**src/rtl/max_reduce_pkg.sv**
```systemverilog
// Shared types and width helpers for the max_reduce_seq controller and its comparator.
package max_reduce_pkg;

  typedef enum logic [1:0] {
    IDLE = 2'd0,
    ACC  = 2'd1,
    DONE = 2'd2
  } state_t;

  localparam int MAX_LEN_DEFAULT = 8;

  // A one-beat burst still needs a 1-bit index port.
  function automatic int idx_width(input int max_len);
    return (max_len > 1) ? $clog2(max_len) : 1;
  endfunction

  function automatic int cnt_width(input int max_len);
    return $clog2(max_len + 1);
  endfunction

  localparam int IW = idx_width(MAX_LEN_DEFAULT);
  localparam int CW = cnt_width(MAX_LEN_DEFAULT);

endpackage

```
**src/rtl/max_reduce_seq_max2_cmp.sv**
```systemverilog
// Combinational 2-input unsigned greater-than used by max_reduce_seq.
// Define MAX_REDUCE_APPROX_EN to ignore the APPROX_BITS low-order bits of both operands.
module max2_cmp #(
  parameter int W           = 4,
  parameter int APPROX_BITS = 1
) (
  input  logic [W-1:0] a,
  input  logic [W-1:0] b,
  output logic         a_gt_b
);

  if (APPROX_BITS < 1 || APPROX_BITS >= W) begin : g_bad_approx
    $error("max2_cmp: APPROX_BITS must satisfy 0 < APPROX_BITS < W");
  end

`ifdef MAX_REDUCE_APPROX_EN
  // Low-bit differences compare as equal, so the controller keeps the earlier beat.
  localparam int LSB = APPROX_BITS;
`else
  localparam int LSB = 0;
`endif

  assign a_gt_b = (a[W-1:LSB] > b[W-1:LSB]);

endmodule

```
**src/rtl/max_reduce_seq.sv**
```systemverilog
// Burst max reduction over a valid/ready stream using a single shared comparator.
// Optional MAX_REDUCE_APPROX_EN selects the coarse comparator inside max2_cmp.
//
// state | meaning
// IDLE  | waiting for the first beat of a burst
// ACC   | folding further beats into the running max/argmax
// DONE  | result presented on out_*, held until out_ready
module max_reduce_seq
  import max_reduce_pkg::*;
#(
  parameter int W           = 4,
  parameter int MAX_LEN     = 8,
  parameter int APPROX_BITS = 1
) (
  input  logic                           clk,
  input  logic                           rst_n,
  input  logic                           in_valid,
  output logic                           in_ready,
  input  logic [W-1:0]                   in_data,
  input  logic                           in_last,
  output logic                           out_valid,
  input  logic                           out_ready,
  output logic [W-1:0]                   out_max,
  output logic [idx_width(MAX_LEN)-1:0]  out_idx,
  output logic [cnt_width(MAX_LEN)-1:0]  out_cnt,
  output logic                           out_trunc
);

  localparam int IDX_W = idx_width(MAX_LEN);
  localparam int CNT_W = cnt_width(MAX_LEN);
  localparam logic [CNT_W-1:0] LEN_CAP = CNT_W'(MAX_LEN);

  state_t             state;
  logic [W-1:0]       acc;
  logic [IDX_W-1:0]   idx;
  logic [CNT_W-1:0]   cnt;
  logic               trunc;

  logic               beat;
  logic               data_gt;
  logic [CNT_W-1:0]   cnt_nxt;
  logic               at_cap;

  max2_cmp #(
    .W           (W),
    .APPROX_BITS (APPROX_BITS)
  ) u_cmp (
    .a      (in_data),
    .b      (acc),
    .a_gt_b (data_gt)
  );

  assign beat    = in_valid & in_ready;
  assign cnt_nxt = cnt + CNT_W'(1);
  assign at_cap  = (cnt_nxt == LEN_CAP);

  always_ff @(posedge clk or negedge rst_n) begin
    if (!rst_n) begin
      state     <= IDLE;
      acc       <= '0;
      idx       <= '0;
      cnt       <= '0;
      trunc     <= 1'b0;
      in_ready  <= 1'b0;
      out_valid <= 1'b0;
    end else begin
      case (state)
        IDLE: begin
          in_ready <= 1'b1;
          if (beat) begin
            acc <= in_data;
            idx <= '0;
            cnt <= CNT_W'(1);
            if (in_last || (MAX_LEN == 1)) begin
              state     <= DONE;
              in_ready  <= 1'b0;
              out_valid <= 1'b1;
              trunc     <= ~in_last;
            end else begin
              state <= ACC;
              trunc <= 1'b0;
            end
          end
        end

        ACC: begin
          if (beat) begin
            // Strict compare: a tie leaves the earlier index in place.
            if (data_gt) begin
              acc <= in_data;
              idx <= IDX_W'(cnt);
            end
            cnt <= cnt_nxt;
            if (in_last || at_cap) begin
              state     <= DONE;
              in_ready  <= 1'b0;
              out_valid <= 1'b1;
              trunc     <= ~in_last;
            end
          end
        end

        DONE: begin
          if (out_ready) begin
            state     <= IDLE;
            out_valid <= 1'b0;
            in_ready  <= 1'b1;
          end
        end

        default: begin
          state     <= IDLE;
          in_ready  <= 1'b0;
          out_valid <= 1'b0;
        end
      endcase
    end
  end

  assign out_max   = acc;
  assign out_idx   = idx;
  assign out_cnt   = cnt;
  assign out_trunc = trunc;

endmodule
```
**config.mk**
```make
export PLATFORM = sky130hd
export DESIGN_NAME = max_reduce_seq
export DESIGN_NICKNAME = d
export VERILOG_FILES = /design/src/rtl/max_reduce_pkg.sv /design/src/rtl/max_reduce_seq_max2_cmp.sv /design/src/rtl/max_reduce_seq.sv
export SDC_FILE = /design/constraint.sdc
export NUM_CORES = 1
export LEC_CHECK = 0
export ABC_AREA = 1
export BUFFER_PORTS_ARGS = -buffer_cell sky130_fd_sc_hd__clkbuf_2
export CAP_MARGIN = 40
export CORE_UTILIZATION = 43
export DETAILED_ROUTE_END_ITERATION = 12
export PLACE_DENSITY = 0.75
export SLEW_MARGIN = 5
export SYNTH_ARGS = -nofsm -noshare
export SYNTH_HDL_FRONTEND = slang
export SYNTH_SLANG_ARGS = --single-unit
```
**constraint.sdc**
```tcl
create_clock -name clk -period 2.45 [get_ports clk]
set_input_delay 0.3675 -clock clk [delete_from_list [all_inputs] [get_ports clk]]
set_output_delay 0.3675 -clock clk [all_outputs]
set_load 0.03 [all_outputs]
```
==> flow_summary.yaml <==
placed_design:
  place_congestion: 0.801
  portBuffers: 22
  post-place-ws_ns: 0.880
  hpwl_mm: 1.38
die:
  initial_core_util_pct: 45.5
  die_h_um: 47.6
  die_w_um: 47.6
  core_um2: 1960
  pin_count: 23
  rows: 16
  dieArea_um2: 2260
cts:
  root_buffer: "clkbuf_4"
  cts_tree: "yes"
  clk_path_buf_depth: 2
  post_cts_buffers: 0
  clk_pin_slew_ns: 0.09
  cts_sinks: 16
  numCtsBuffers: 3
  cts_resized: 0
  cts_hold_buf: 0
  htree_levels: 1
  insertion_delay_ns: 0.28
power:
  power_density_nw_per_um2: 1260
  total_power_uw: 1330
  p_leak_uw: 0.000595
  ir_drop_mv: 0.607
route:
  dr.pass1.iters: 5
  vias: 800
  wl_mm: 1.71
  drtIter0Drc: 11
  detail_route.wl_per_cell_um: 10.4
  drc: 0
  viasPerCell: 4.85
  ant_nets: 0
synthesis:
  yosysMostFrequentCell: "nand2_1"
  synth_ff_type: "dfrtp_1"
  syn_area_um2: 892
  postSynthAreaPerCell_um2: 7.83
  synth_common_cells: "nand2_1, dfrtp_1, inv_1"
  synth_seq_area_share_pct: 44.9
  synth-edff-count: 0
  netlist_top_cells_area: "dfrtp_1, nand2_1, ha_1"
  yosysTopAreaCell: "dfrtp_1"
  synth.area.mux_share_pct: 0
  synthAdderAreaFrac_pct: 7.01
  synth_top_area_share_pct: 44.9
  async_flop_share_pct: 100
  syn_inst: 114
  syn_nets: 128
  yosys.area_share.xor_xnor_pct: 0
  synthSimpleGateAreaFrac_pct: 32.3
  synth-seq-cells: 16
  synth.distinct_cells: 22
  yosysWarnings: 0
  synth_top_family_by_area: "simple AND/OR/NAND/NOR gates"
  synth_compound_area_share_pct: 7.29
timing:
  setup_viol: 0
  finalMaxSlewViolations: 0
  hold_viol: 16
  hold_ws_ns: -0.00895
  worst_slack_ns: 0.970
  setup_tns_ns: 0
  fin_crit_sh_pct: 60.4
  rsz0062_at_grt: "no"
  finalCriticalPeriod_ns: 1.48
  fmax_mhz: 676
  worst_pin_slew_ns: 0.489
  fin_skew_ns: 0.00280
  max_slew_margin_pct: 67.4
run_status:
  failed_checks: "negative hold slack"
  outcome: "finished with violations"
layout:
  n_antenna_cell: 0
  layout-drive-gt1-share_pct: 26.1
  area_delta_synth_final_pct: 18.8
  fin_nets: 153
grt:
  grt_max_degree: 17
  grt.overflow.total: 0
  grt_pass1_wl_mm: 2.68
  grt_pass1_vias: 684
  antenna_found_initial: 0
  grtUsageTotal_pct: 17.8
setup_path:
  path_delay_family: "simple AND/OR/NAND/NOR gates"
  worst-path-buf-inv: 2
  cp_common_cell: "nand2_1"
  r2r-start: "out_max[3]"
  max_stage_delay_ns: 0.37
  crit_path_start_kind: "flop"
  path_cells: "inv_1 -> ha_1 -> nand2_1 -> inv_2 -> nand2_1 -> nand2_1 -> nand2_1 -> nand2_2 -> nand2_2 -> nand2_1 -> nand2_1"
  worstPathArrival_ns: 1.66
  crit_slowest_cell: "dfrtp_1"
  path_max_fanout: 8
  reg2reg_depth: 11
  worstSetupPathType: "flop to flop"
  cp-end-kind: "flop"
  crit_required_ns: 2.63
  r2r_end: "out_max[1]"
  ff2ff_setup_slack_ns: 0.97
min_path:
  hold_path_class: "input port to asynchronous set/reset pin"
flow_run:
  maxCapViolCount: 0
==> worst register-to-register path: cells and delay by family, from the launching register on <==
kind	cells	cell delay (ns)
adder cells (fa/ha/maj)	1	0.29
AND/OR/NAND/NOR	8	0.61
flip-flops	1	0.37
buffers and inverters	2	0.10
==> area by class of cell <==
cell class / instances / area (um2)
Clock buffer: 4 / 36.3
Fill cell: 215 / 902
Inverter: 17 / 63.8
Multi-Input combinational cell: 79 / 415
Sequential cell: 16 / 400
Tap cell: 27 / 33.8
Timing Repair Buffer: 22 / 110
==> placed cells by master, fill, tap and decap left out, drive strengths merged <==
| cell | count |
|---|---|
| nor2 | 10 |
| o21ai | 4 |
| inv | 17 |
| nand4 | 3 |
| a21oi | 3 |
| o32ai | 1 |
| dfrtp | 16 |
| nand2 | 37 |
| o22ai | 1 |
| nand3 | 11 |
| o21bai | 1 |
| clkbuf | 26 |
| o21a | 1 |
| nor3 | 2 |
| ha | 5 |
==> worst max path at each step <==
stage               depth (start not counted)          to        from  slack, ns
global placement                           11  out_idx[0]  in_data[3]       0.91
detailed placement                         11  out_max[0]  in_data[3]       0.88
CTS                                        11  out_max[1]  out_max[3]       0.95
finish                                     11  out_max[1]  out_max[3]       0.97
floorplan                                  11  out_max[0]  out_max[3]       0.92
global route                               11  out_idx[0]  out_max[3]       0.82
==> kinds of logic after synthesis <==
group / after synthesis
flops: 16
compound gates: 11
simple gates: 63
buf+inv: 19
fa+ha+maj: 5
==> state kept, by name (all words and copies together), names as in the netlist <==
signal     count
out_cnt        4
out_trunc      1
in_ready       1
out_idx        3
out_max        4
out_valid      1
state          2
==> where the power goes <==
part / internal, uW / leakage [uW] / switching [uW] / total (uW)
combinational: 219 / 0.000370 / 471 / 691
sequential: 368 / 0.000204 / 101 / 469
clock: 90.4 / 0.0000210 / 83.2 / 174
==> layer usage <==
| layer | global-route usage (%) | wire length, um | vias to the layer above |
|---|---|---|---|
| met5 | 0 | 0 | - |
| met4 | 13.3 | 17 | 0 |
| met3 | 4.53 | 54 | 2 |
| met2 | 28.2 | 866 | 17 |
| met1 | 20.6 | 775 | 368 |
| li1 | - | - | 413 |
==> stage by stage <==
stage | std cells | hold WS (ns) | instance area (um2) | utilization [%]
global placement | 161 | 0.310 | 1020 | 52.2
CTS | 165 | 0.000806 | 1060 | 54.0
floorplan | 114 | 0.0719 | 892 | -
detailed placement | 161 | 0.320 | 1020 | 52.2
finish | 165 | -0.00895 | 1060 | 54.0
global route | 165 | 0.00154 | 1060 | 54.0
No activity file was read; power rests on OpenSTA's default activity.
